<file path="config.mk">
export PLATFORM = sky130hd
export DESIGN_NAME = alu_issue_ctrl
export DESIGN_NICKNAME = d
export VERILOG_FILES = /design/src/rtl/alu_issue_ctrl.sv
export SDC_FILE = /design/constraint.sdc
export NUM_CORES = 1
export LEC_CHECK = 0
export BUFFER_PORTS_ARGS = -buffer_cell sky130_fd_sc_hd__buf_2
export CAP_MARGIN = 20
export CORE_MARGIN = 4
export CORE_UTILIZATION = 52
export CTS_BUF_LIST = sky130_fd_sc_hd__clkbuf_16
export CTS_CLUSTER_DIAMETER = 50
export DETAILED_ROUTE_END_ITERATION = 10
export HOLD_SLACK_MARGIN = 0.08
export PLACE_DENSITY = 0.95
export REMOVE_ABC_BUFFERS = 1
export SETUP_SLACK_MARGIN = 0.2
export SLEW_MARGIN = 30
export SYNTH_ARGS = -nofsm -noshare
export SYNTH_HDL_FRONTEND = slang
export SYNTH_SLANG_ARGS = --single-unit
</file>
<file path="constraint.sdc">
create_clock -name clk -period 3.6 [get_ports clk]
set_clock_uncertainty 0.2 [all_clocks]
set_input_delay 0.72 -clock clk [delete_from_list [all_inputs] [get_ports clk]]
set_output_delay 0.72 -clock clk [all_outputs]
set_load 0.01 [all_outputs]
</file>
<file path="src/rtl/alu_issue_ctrl.sv">
//------------------------------------------------------------------------------
// Module : alu_issue_ctrl
// Brief  : Valid/ready issue front end for the 32-bit combinational ALU.
// Rev    : 1.0  initial release
//------------------------------------------------------------------------------
`default_nettype none

module alu_issue_ctrl #(
  parameter int CNT_WIDTH = 16
) (
  input  logic                 clk,
  input  logic                 resetn,
  input  logic                 in_valid,
  output logic                 in_ready,
  input  logic [1:0]           in_sel,
  input  logic [31:0]          in_data,
  output logic [3:0]           alu_control,
  output logic [31:0]          alu_src1,
  output logic [31:0]          alu_src2,
  input  logic [31:0]          alu_result,
  output logic                 res_valid,
  input  logic                 res_ready,
  output logic [31:0]          res_data,
  output logic [3:0]           res_op,
  output logic                 res_err,
  output logic                 busy,
  output logic [CNT_WIDTH-1:0] op_count
);

  typedef enum logic [1:0] {
    S_LOAD = 2'd0,
    S_EXEC = 2'd1,
    S_DONE = 2'd2
  } state_t;

  localparam logic [1:0] c_SEL_SRC1 = 2'b00;
  localparam logic [1:0] c_SEL_SRC2 = 2'b01;
  localparam logic [1:0] c_SEL_GO   = 2'b10;

  state_t                 r_state;
  state_t                 w_next;
  logic [31:0]            r_src1;
  logic [31:0]            r_src2;
  logic [3:0]             r_ctrl;
  logic [31:0]            r_res_data;
  logic [3:0]             r_res_op;
  logic                   r_res_err;
  logic [CNT_WIDTH-1:0]   r_count;
  logic                   w_beat;
  logic                   w_go_illegal;

  assign w_beat       = (r_state == S_LOAD) && in_valid;
  assign w_go_illegal = (in_data[3:0] == 4'd0);

  always_ff @(posedge clk or negedge resetn) begin
    if (!resetn) begin
      r_state <= S_LOAD;
    end else begin
      r_state <= w_next;
    end
  end

  always_comb begin
    w_next = r_state;
    case (r_state)
      S_LOAD: begin
        if (in_valid && (in_sel == c_SEL_GO)) begin
          w_next = w_go_illegal ? S_DONE : S_EXEC;
        end
      end
      S_EXEC:  w_next = S_DONE;
      S_DONE:  if (res_ready) w_next = S_LOAD;
      default: w_next = S_LOAD;
    endcase
  end

  always_ff @(posedge clk or negedge resetn) begin
    if (!resetn) begin
      r_src1     <= 32'd0;
      r_src2     <= 32'd0;
      r_ctrl     <= 4'd0;
      r_res_data <= 32'd0;
      r_res_op   <= 4'd0;
      r_res_err  <= 1'b0;
      r_count    <= '0;
    end else if (w_beat) begin
      case (in_sel)
        c_SEL_SRC1: r_src1 <= in_data;
        c_SEL_SRC2: r_src2 <= in_data;
        c_SEL_GO: begin
          // An illegal opcode is answered directly without an execute cycle.
          if (w_go_illegal) begin
            r_res_data <= 32'd0;
            r_res_op   <= 4'd0;
            r_res_err  <= 1'b1;
          end else begin
            r_ctrl <= in_data[3:0];
          end
        end
        default: ;
      endcase
    end else if (r_state == S_EXEC) begin
      r_res_data <= alu_result;
      r_res_op   <= r_ctrl;
      r_res_err  <= 1'b0;
      r_ctrl     <= 4'd0;
      if (r_count != {CNT_WIDTH{1'b1}}) begin
        r_count <= r_count + CNT_WIDTH'(1);
      end
    end
  end

  assign in_ready    = (r_state == S_LOAD);
  assign busy        = (r_state != S_LOAD);
  assign res_valid   = (r_state == S_DONE);
  assign alu_control = (r_state == S_EXEC) ? r_ctrl : 4'd0;
  assign alu_src1    = r_src1;
  assign alu_src2    = r_src2;
  assign res_data    = r_res_data;
  assign res_op      = r_res_op;
  assign res_err     = r_res_err;
  assign op_count    = r_count;

endmodule

`default_nettype wire

</file>
==> results.md <==
* Via density at 5.37
* Arr. time, crit path at 1970 ps
* Total gr overflow at 0
* CTS Hold Buffers Added at 0
* CP Launch Type: flip-flop
* Via count of the routed design at 3,423
* Critical path class: flip-flop to primary output
* Skew-Pair Late Insertion Delay at 400 ps
* Layout cells sized above 1 at 57.5%
* Core Region at 0.00881 mm2
* Routed WL at 12.4 mm
* Power density over the cells at 732 mW/mm2
* Syn Area/Cell at 15.2 um2
* DRT iter0 DRCs at 108
* Final min period at 2890 ps
* Initial DRT Pass Iterations at 4
* Die height at 104 um
* Vias in the first global route at 3,775
* WL met1 at 4.88 mm
* Nature of the critical path endpoint: primary output
* All-Layer GR Usage at 23.9%
* Critical path peak fanout at 18
* Rows at 34
* Dpl hpwl at 8.78 mm
* R2R depth at 4
* CTS Sinks at 123
* First-pass GRT wire length at 20.2 mm
* Pwr Total at 4740 uW
* Drt drc at 0
* Antenna violations before repair at 0
* Total CTS buffers at 17
* Top FF cell, synth: dfrtp_1
* Number of max-cap violations at 0
* Final setup violation count at 0
* Worst reg2reg startpoint: r_state[0]$_DFFE_PN0P_
* IO Count at 194
* CTS tree: built
* FF-to-FF setup slack at 1270 ps
* Status: finished, final reports clean
* # resized after CTS at 0
* Reg2Reg Capture Point: op_count[15]$_DFFE_PN0P_
* DR top layer: met4
* Sequential share of the synthesized area at 64.5%
* Initial Utilization at 54.2%
* Worst VDD drop at 0.000468 V
* H-Tree Depth at 4
* Metal3 WL at 1.10 mm
* EDFF count, synth at 0
* WL met2 at 6.28 mm
* Max Buffers Root-to-Sink at 2
* Input/output buffers at 193
* Worst Setup SP: r_state[0]$_DFFE_PN0P_
* Synth unique cells at 40
* Fillers at 545
* Nets at 588
* Cells after synthesis at 313
* Die area at 0.0108 mm2
* Final slew viol count at 0
* Largest net degree at the start of global routing at 80
* Setup_tns at 0 ps
* Max transition margin at 49.2%
* Antenna Nets Post-Route at 0
* Worst-margin pin slew at 758 ps
* Hold Path Class: input pin to asynchronous set/reset pin
* CP required at 2680 ps
* P_leak at 0.00340 uW
* RSZ-0062 raised after global routing: false
* Max Fclk at 0.346 GHz
* Final hold viol count at 0
* #FFs+latches synth at 123
* Inserted Diodes at 0
* Placer Congestion at 0.768
* Synth warn at 0
* FFs w/ async S/R, synth at 100%
* Layout area overhead at 35.7%
* Synth Cell Area at 0.00477 mm2
* CTS Root Buffer Type: clkbuf_16
* CTS clk-pin slew, worst paths at 60 ps
* Period utilisation layout at 80.2%
* Post-CTS Setup Repair Bufs at 0
* Avg WL per Cell at 19.5 um
* Die X at 104 um
==> layout make-up <==
type / instances / area [um2] / area share [%]
sequential: 123 / 3080 / 47.5
clock inverter: 14 / 208 / 3.21
multi-input combinational: 175 / 1600 / 24.7
inverter: 2 / 7.51 / 0.116
timing repair buffer: 198 / 1020 / 15.8
tap: 108 / 135 / 2.09
clock buffer: 17 / 425 / 6.57
==> metal layers <==
metal	GRT usage, %	vias to the layer above
met5	0	-
met1	27.3	1689
met3	10.3	16
met2	40.7	153
met4	7.79	0
li1	-	1565
==> registers in the layout, summed over array words and instances, names as in the netlist <==
signal	cells
alu_src1	32
alu_src2	32
res_data	32
op_count	16
r_ctrl	4
res_op	4
r_state	2
res_err	1
==> placed cells by master, fill, tap and decap left out, types with 4 or more instances in the layout <==
cell type  instances
inv_6              6
dfrtp_1          123
clkbuf_16         17
mux2_2            63
nor2_1             6
and2_1             4
a21o_1             4
buf_2            192
buf_4              4
nand2_1            5
nor3_1             4
bufinv_16          4
a22o_1            36
xor2_1            12
==> power by group <==
part | total, uW | switching [uW] | internal, uW
combinational | 989 | 492 | 498
sequential | 1920 | 205 | 1710
clock | 1830 | 658 | 1170
total | 4740 | 1350 | 3380
==> cell families (layout without fill, tap and decap cells) <==
logic type | Yosys count | after routing | synth area share, %
AOI/OAI and AO/OA | 47 | 47 | 8.37
DFF | 123 | 123 | 64.5
buffers and inverters | 15 | 231 | 2.02
muxes | 65 | 65 | 15.4
and+or+nand+nor | 47 | 47 | 6.66
xor gates and xnor gates | 15 | 15 | 2.75
adders and majority gates | 1 | 1 | 0.262
==> synth_stat cells (2+ instances only) <==
| library cell | instances | share of area, % |
|---|---|---|
| clkbuf_1 | 2 | 0.16 |
| a21o_1 | 4 | 0.63 |
| xnor2_1 | 3 | 0.55 |
| nand3_1 | 3 | 0.31 |
| nor4_1 | 3 | 0.39 |
| nor3b_1 | 2 | 0.31 |
| and2_1 | 4 | 0.52 |
| buf_6 | 3 | 0.71 |
| nor2b_1 | 2 | 0.26 |
| dfrtp_1 | 123 | 65 |
| nor3_1 | 4 | 0.42 |
| nand3b_1 | 2 | 0.31 |
| and4_1 | 3 | 0.55 |
| a22o_1 | 36 | 6.6 |
| nor2_1 | 6 | 0.47 |
| a21oi_1 | 2 | 0.21 |
| buf_2 | 5 | 0.52 |
| nand4_1 | 3 | 0.39 |
| nand4_2 | 2 | 0.52 |
| buf_4 | 3 | 0.47 |
| mux2_2 | 63 | 15 |
| nand2_1 | 5 | 0.39 |
| xor2_1 | 12 | 2.2 |
| nor2_2 | 2 | 0.26 |
==> worst max-delay path by stage <==
stage                               to
6_report                alu_control[1]
5_1_grt                 alu_control[0]
4_1_cts                 alu_control[1]
3_5_place_dp            alu_control[1]
3_3_place_gp   res_data[8]$_DFFE_PN0P_
2_1_floorplan           alu_control[0]
==> per-stage QoR <==
step	cells	instance area, um2	setup WS (ps)	util (%)	hold WS [ps]
5_1_grt	637	6470	563	73.5	185
2_1_floorplan	300	4680	572	-	224
3_5_place_dp	606	5840	1130	66.3	262
6_report	637	6470	712	73.5	144
4_1_cts	637	6470	682	73.5	275
3_3_place_gp	606	5840	1220	66.3	256
==> worst max-delay path: stages (launching register included) <==
cell and delay, ps:
dfrtp_1 470, nor2b_2 690, and2_1 260, buf_2 150
Note: power is estimated with default switching activity, not from simulation.
